<file path="src/rtl/reg_mem_pkg.sv">
// Shared types and constants for the multi-read-port register memory.
package reg_mem_pkg;

    typedef enum logic {
        ST_IDLE  = 1'b0,
        ST_CLEAR = 1'b1
    } state_e;

    localparam int RD_FIRST   = 0;
    localparam int WR_THROUGH = 1;

endpackage

</file>
<file path="src/rtl/reg_mem_clr_fsm.sv">
// Clear engine: sweeps every address to zero, one per cycle, and flags busy.
module reg_mem_clr_fsm
    import reg_mem_pkg::*;
#(
    parameter int ADDR_BITS = 5
) (
    input  logic                 clk,
    input  logic                 rst,
    input  logic                 clr,
    output logic                 busy,
    output logic                 clr_we,
    output logic [ADDR_BITS-1:0] clr_addr
);

    state_e               state_q, state_d;
    logic [ADDR_BITS-1:0] cnt_q, cnt_d;
    logic                 busy_q, busy_d;

    // NOTE: every output of this block gets a default first, so no latch can be inferred.
    always_comb begin
        state_d = state_q;
        cnt_d   = cnt_q;
        busy_d  = busy_q;
        clr_we  = 1'b0;
        case (state_q)
            ST_IDLE: begin
                if (clr) begin
                    state_d = ST_CLEAR;
                    cnt_d   = '0;
                    busy_d  = 1'b1;
                end
            end
            ST_CLEAR: begin
                clr_we = 1'b1;
                cnt_d  = cnt_q + ADDR_BITS'(1);
                // The counter wraps to zero on the same edge the sweep ends.
                if (cnt_q == '1) begin
                    state_d = ST_IDLE;
                    busy_d  = 1'b0;
                end
            end
            default: begin
                state_d = ST_IDLE;
                busy_d  = 1'b0;
            end
        endcase
    end

    // NOTE: sequential state uses non-blocking assignments only.
    always_ff @(posedge clk) begin
        if (rst) begin
            state_q <= ST_IDLE;
            cnt_q   <= '0;
            busy_q  <= 1'b0;
        end else begin
            state_q <= state_d;
            cnt_q   <= cnt_d;
            busy_q  <= busy_d;
        end
    end

    assign busy     = busy_q;
    assign clr_addr = cnt_q;

endmodule

</file>
<file path="src/rtl/reg_mem_mp.sv">
// Register memory with one write port, NUM_RD registered read ports and a clear sweep.
module reg_mem_mp
    import reg_mem_pkg::*;
#(
    parameter int DATA_WIDTH = 8,
    parameter int ADDR_BITS  = 5,
    parameter int NUM_RD     = 2,
    parameter int RD_MODE    = RD_FIRST
) (
    input  logic                         clk,
    input  logic                         rst,
    input  logic                         wen,
    input  logic [ADDR_BITS-1:0]         waddr,
    input  logic [DATA_WIDTH-1:0]        data_in,
    input  logic [NUM_RD-1:0]            ren,
    input  logic [NUM_RD*ADDR_BITS-1:0]  raddr,
    output logic [NUM_RD*DATA_WIDTH-1:0] data_out,
    input  logic                         clr,
    output logic                         busy
);

    localparam int DEPTH = 2 ** ADDR_BITS;

    logic [DATA_WIDTH-1:0] mem_q [DEPTH];

    logic                  clr_we;
    logic [ADDR_BITS-1:0]  clr_addr;
    logic                  mem_we;
    logic [ADDR_BITS-1:0]  mem_waddr;
    logic [DATA_WIDTH-1:0] mem_wdata;

    reg_mem_clr_fsm #(
        .ADDR_BITS (ADDR_BITS)
    ) u_clr_fsm (
        .clk      (clk),
        .rst      (rst),
        .clr      (clr),
        .busy     (busy),
        .clr_we   (clr_we),
        .clr_addr (clr_addr)
    );

    // The sweep owns the write port while running; reset blocks every write.
    always_comb begin
        mem_we    = 1'b0;
        mem_waddr = waddr;
        mem_wdata = data_in;
        if (!rst) begin
            if (clr_we) begin
                mem_we    = 1'b1;
                mem_waddr = clr_addr;
                mem_wdata = '0;
            end else begin
                mem_we = wen;
            end
        end
    end

    // NOTE: the array has no reset so it maps onto plain storage; only the read registers reset.
    always_ff @(posedge clk) begin
        if (mem_we) begin
            mem_q[mem_waddr] <= mem_wdata;
        end
    end

    for (genvar k = 0; k < NUM_RD; k++) begin : g_rd
        logic [ADDR_BITS-1:0]  rd_addr;
        logic [DATA_WIDTH-1:0] rd_data_d, rd_data_q;

        assign rd_addr = raddr[k*ADDR_BITS +: ADDR_BITS];

        // Reading the array before the edge gives read-first naturally; write-through bypasses.
        always_comb begin
            rd_data_d = rd_data_q;
            if (ren[k]) begin
                rd_data_d = mem_q[rd_addr];
                if (RD_MODE == WR_THROUGH && mem_we && mem_waddr == rd_addr) begin
                    rd_data_d = mem_wdata;
                end
            end
        end

        always_ff @(posedge clk) begin
            if (rst) begin
                rd_data_q <= '0;
            end else begin
                rd_data_q <= rd_data_d;
            end
        end

        assign data_out[k*DATA_WIDTH +: DATA_WIDTH] = rd_data_q;
    end

endmodule

</file>
<file path="config.mk">
export PLATFORM = sky130hd
export DESIGN_NAME = reg_mem_mp
export DESIGN_NICKNAME = d
export VERILOG_FILES = /design/src/rtl/reg_mem_pkg.sv /design/src/rtl/reg_mem_clr_fsm.sv /design/src/rtl/reg_mem_mp.sv
export SDC_FILE = /design/constraint.sdc
export NUM_CORES = 1
export LEC_CHECK = 0
export CAP_MARGIN = 5
export CORE_ASPECT_RATIO = 1.2
export CORE_MARGIN = 1
export CORE_UTILIZATION = 35
export CTS_CLUSTER_DIAMETER = 150
export CTS_CLUSTER_SIZE = 20
export DETAILED_ROUTE_END_ITERATION = 10
export GPL_TIMING_DRIVEN = 0
export SKIP_CTS_REPAIR_TIMING = 1
export SYNTH_ARGS = -nofsm -noshare
export SYNTH_HDL_FRONTEND = slang
export SYNTH_SLANG_ARGS = --single-unit
</file>
<file path="constraint.sdc">
create_clock -name clk -period 4.52 [get_ports clk]
set_input_delay 0.452 -clock clk [delete_from_list [all_inputs] [get_ports clk]]
set_output_delay 0.452 -clock clk [all_outputs]
set_load 0.01 [all_outputs]
</file>
# After elaboration in Yosys (flattened, before gate mapping)
# Memory sizes are Yosys's and may differ from the RTL's. A register that Yosys moved wholly into a read port is not among the register bits.
# Cells that the tools add are included.
# Widths: inputs -> output; s select.
[totals]
ff_bits = 7
ram_bits = 256
in_bits = 29
wordCells = 27
mem_count = 1
[mem_list]
columns = ["name", "words", "width", "rd", "rd_clocked_by_memory_dff", "wr", "line", "rtl"]
rows = [
  ["mem_q", 32, 8, 2, 2, 1, "reg_mem_mp.sv:24", "logic [DATA_WIDTH-1:0] mem_q [DEPTH];"],
]
[op_classes]
addsub = 1
n_eq_ne = 3
mux = 17
bitwise_logic = 1
reduce_logical = 1
[op_table]
columns = ["cell", "n"]
rows = [
  ["$mux 8", 2],
  ["$mux 5", 3],
  ["$pmux 5 s2", 1],
  ["$mux 1", 9],
  ["$add 5x1->5 const B", 1],
  ["$eq 5x5->1 const B", 1],
  ["$ne 2x2->1 const B", 2],
  ["$pmux 1 s2", 2],
  ["$reduce_and 2->1", 1],
  ["$not 1->1", 1],
]

# Logic depth before layout (Yosys ltp)
[logic_depth]
word_depth = 5
depth_mapped = 8
ltp_nobuf = 6

# Modules after synthesis
# Synthesis repeated with hierarchy kept, for this count alone.
[hier_totals]
hier_cells = 967
hier_area_um2 = 13356.6
[modules_own_cells]
columns = ["module", "n_inst", "cells_per_inst", "area_per_inst_um2"]
rows = [
  ["reg_mem_mp", 1, 932, 13037.5],
  ["reg_mem_clr_fsm", 1, 35, 319.1],
]

# Worst setup path after synthesis
# OpenSTA, ideal clock, no wires.
[synth_timing]
path_kind = "input to register"
from = "in rst"
to = "mem mem_q[16][0], enable pin"
setup_time_ns = 0.370
arrival_ns = 2.030
path_slack_ns = 2.120
cell_stages = 8
n_path_buf = 3
path_cell_list = "clkbuf_1 -> nand2b_1 -> clkbuf_1 -> clkbuf_1 -> nand2_1 -> o31ai_1 -> nand2_1 -> nor2_1"
[synth_via]
elab_chain_len = 3
word_cells_on_any_way = 4
classes_between = "mux: 4"
[synth_lines]
columns = ["item", "line", "rtl"]
rows = [
  ["start, declared", "reg_mem_mp.sv:11", "input logic rst,"],
  ["$mux 1", "reg_mem_mp.sv:48", "if (!rst) begin"],
  ["$mux 1", "reg_mem_mp.sv:61", "if (mem_we) begin"],
  ["$mux 1 (implied by the code)", "reg_mem_mp.sv:62", "mem_q[mem_waddr] <= mem_wdata;"],
  ["end, declared", "reg_mem_mp.sv:24", ""],
]
# Several ways; a longest one is shown, not always the timed one.

# Worst setup path after layout
# Ends and elaborated chain as after synthesis.

==> summary.md <==
| Metric | Value |
|---|---|
| Largest net degree at the start of global routing | `33` |
| Fmax | `0.342 GHz` |
| YS warnings | `0` |
| Initial Util | `35.9%` |
| Period utilization | `64.7%` |
| Post-DP HPWL | `31.1 mm` |
| Final Skew | `0.0202 ns` |
| Share of post-route cells with drive strength above 1 | `5.29%` |
| Avg Cell Area, Syn | `13.8 µm²` |
| Total chip power | `5070 µW` |
| Slew margin rel. | `10.3%` |
| Top cells by area, synth | `edfxtp_1, mux2i_1, a22oi_1` |
| Crit-path max FO | `10` |
| Most used cell, CP | `clkbuf_1` |
| H-tree depth | `1` |
| Min-delay worst type | `input port to flop` |
| WL per Instance | `29.4 µm` |
| I/O pin count | `46` |
| Row Count | `77` |
| CP Launch Type | `input port` |
| Synthesized area | `13300 µm²` |
| Clock sink count | `279` |
| Die Y | `216 µm` |
| RSZ-0062 raised after global routing | `no` |
| Max-slew violation count | `0` |
| WL final | `44.5 mm` |
| Final ANT Viol Nets | `0` |
| Pre-CTS WS | `1.15 ns` |
| N_diodes | `0` |
| CTS tree | `built` |
| Fin Hold WS | `0.397 ns` |
| Pwr Density | `340 nW/µm²` |
| Port-buffer cells | `40` |
| Overall routing resource usage | `22.5%` |
| Critical path endpoint category | `flop` |
| Sequential area share after synthesis | `61.1%` |
| Worst path max stage delay | `0.96 ns` |
| Synth area leader | `edfxtp_1` |
| Die W | `180 µm` |
| Post-synth top area share | `57.6%` |
| DR iter-0 viols | `965` |
| Clock latency on the worst-skew pair | `0.51 ns` |
| Register bit count reported by yosys | `279` |
| Peak VDD IR | `0.000195 V` |
| Setup TNS | `0 ns` |
| Slew @ Worst Pin | `1.34 ns` |
| CTS Buf Count | `17` |
| GP Congestion | `0.970` |
| Final hold viol count | `0` |
| Crit-path cells | `clkbuf_1 > nand2b_1 > clkbuf_1 > mux2i_1 > nand2_1 > nor2_1` |
| Vias per cell | `5.99` |
| Area Growth Syn to Fin | `11.8%` |
| Vias | `9066` |
| Core Box Area | `37200 µm²` |
| Final min period | `2.92 ns` |
| Fin worst setup slack | `1.60 ns` |
| Leak pwr | `0.00529 µW` |
| First-pass GRT wire length | `62.6 mm` |
| CTS root buffer | `clkbuf_16` |
| DRC viols | `0` |
| Initial antenna violation count | `0` |
| Number of global-route vias before repair | `9077` |
| Max Cap Viol | `0` |
| Syn_nets | `998` |
| Nets | `1061` |
| Final setup violation count | `0` |
| Worst-path clk slew | `0.09 ns` |
| Grt total ovfl | `0` |
| Outcome | `completed` |
| Post-Syn Instances | `967` |
| Critical Path RT | `4.65 ns` |
| Max Buffers Root-to-Sink | `3` |
| Fin util | `40.1%` |
| Die area | `38900 µm²` |
| WS Path Type | `input port to flop` |
| Arr. time, crit path | `3.06 ns` |
| Yosys cell types | `27` |
| Slowest cell on crit path | `nor2_1` |
| First-pass DRT Iterations | `6` |
-- where the power goes --
| part | switching, µW | internal, µW |
|---|---|---|
| logic | 397 | 214 |
| clock network | 870 | 716 |
| registers | 18.6 | 2860 |
| total | 1280 | 3790 |
-- cell usage in the layout, fill, tap and decap left out, types with 7 or more instances in the layout --
cell	instances
clkbuf_1	54
or4_1	16
mux2i_1	258
a22oi_1	128
and2_1	9
buf_4	16
nor2b_1	7
nand2b_1	7
buf_6	12
edfxtp_1	256
nand2_1	18
clkbuf_16	18
a21oi_1	72
nor2_1	59
clkdlybuf4s50_1	40
a211oi_1	15
dfxtp_1	23
-- per-stage QoR --
| step | cells | cell area, µm² |
|---|---|---|
| 6_report | 1514 | 14900 |
| 5_1_grt | 1514 | 14900 |
| 4_1_cts | 1513 | 14900 |
| 3_5_place_dp | 1484 | 14400 |
| 3_3_place_gp | 1481 | 14300 |
| 2_1_floorplan | 967 | 13300 |
-- worst paths after layout --
| check | slack, ns | cells after the start | end | startpoint |
|---|---|---|---|---|
| min | 0.40 | 3 | g_rd[1].rd_data_q[2] | ren[1] |
| min reg2reg | 0.49 | 2 | g_rd[0].rd_data_q[6] | g_rd[0].rd_data_q[6] |
| max reg2reg | 1.67 | 5 | mem_q[16][0] | u_clr_fsm.state_q |
| max | 1.60 | 6 | mem_q[16][0] | rst |
-- cell families after synthesis --
kind of cell / after synthesis / synth area share, %
flops: 279 / 61.1
compound gates: 221 / 11.1
fa+ha+maj: 2 / 0.188
buf+inv: 74 / 3.21
simple gates: 130 / 4.86
xor+xnor: 1 / 0.0657
mux: 260 / 19.5
-- sequential cells by signal (all words and copies together) (netlist names) --
register	cells
mem_q	256
g_rd.rd_data_q	16
u_clr_fsm.state_q	1
u_clr_fsm.busy	1
u_clr_fsm.clr_addr	5
-- per-layer routing --
layer	global-route usage, %	routed length [µm]	up-vias
met1	29.0	17800	4560
met4	11.1	2320	0
met3	2.68	3390	99
li1	-	-	3917
met2	37.4	21000	490
met5	0	0	-
-- synthesized netlist by cell type --
cell / count
mux2i_1: 258
edfxtp_1: 256
a22oi_1: 128
a21oi_1: 72
nor2_1: 59
clkbuf_1: 42
dfxtp_1: 23
nand2_1: 18
buf_4: 16
or4_1: 16
a211oi_1: 15
buf_6: 12
and2_1: 10
nand2b_1: 7
nor2b_1: 7
buf_1: 4
nand3b_1: 4
nor3b_1: 4
o21ai_0: 4
ha_1: 2
mux2_2: 2
nand3_1: 2
or2_2: 2
a211oi_2: 1
and3_1: 1
o31ai_1: 1
xnor2_1: 1
-- critical path, delay by kind of cell --
family / cells / cell delay, ns
buffers and inverters: 2 / 0.75
multiplexers: 1 / 0.29
AND/OR/NAND/NOR: 3 / 1.56
-- layout make-up --
type / count / area, µm²
sequential: 279 / 8150
timing repair buffer: 44 / 508
buffer: 74 / 428
tap: 474 / 593
multi-input combinational: 614 / 4760
fill: 3492 / 22300
clock buffer: 29 / 470
(Power assumes the default switching activity.)
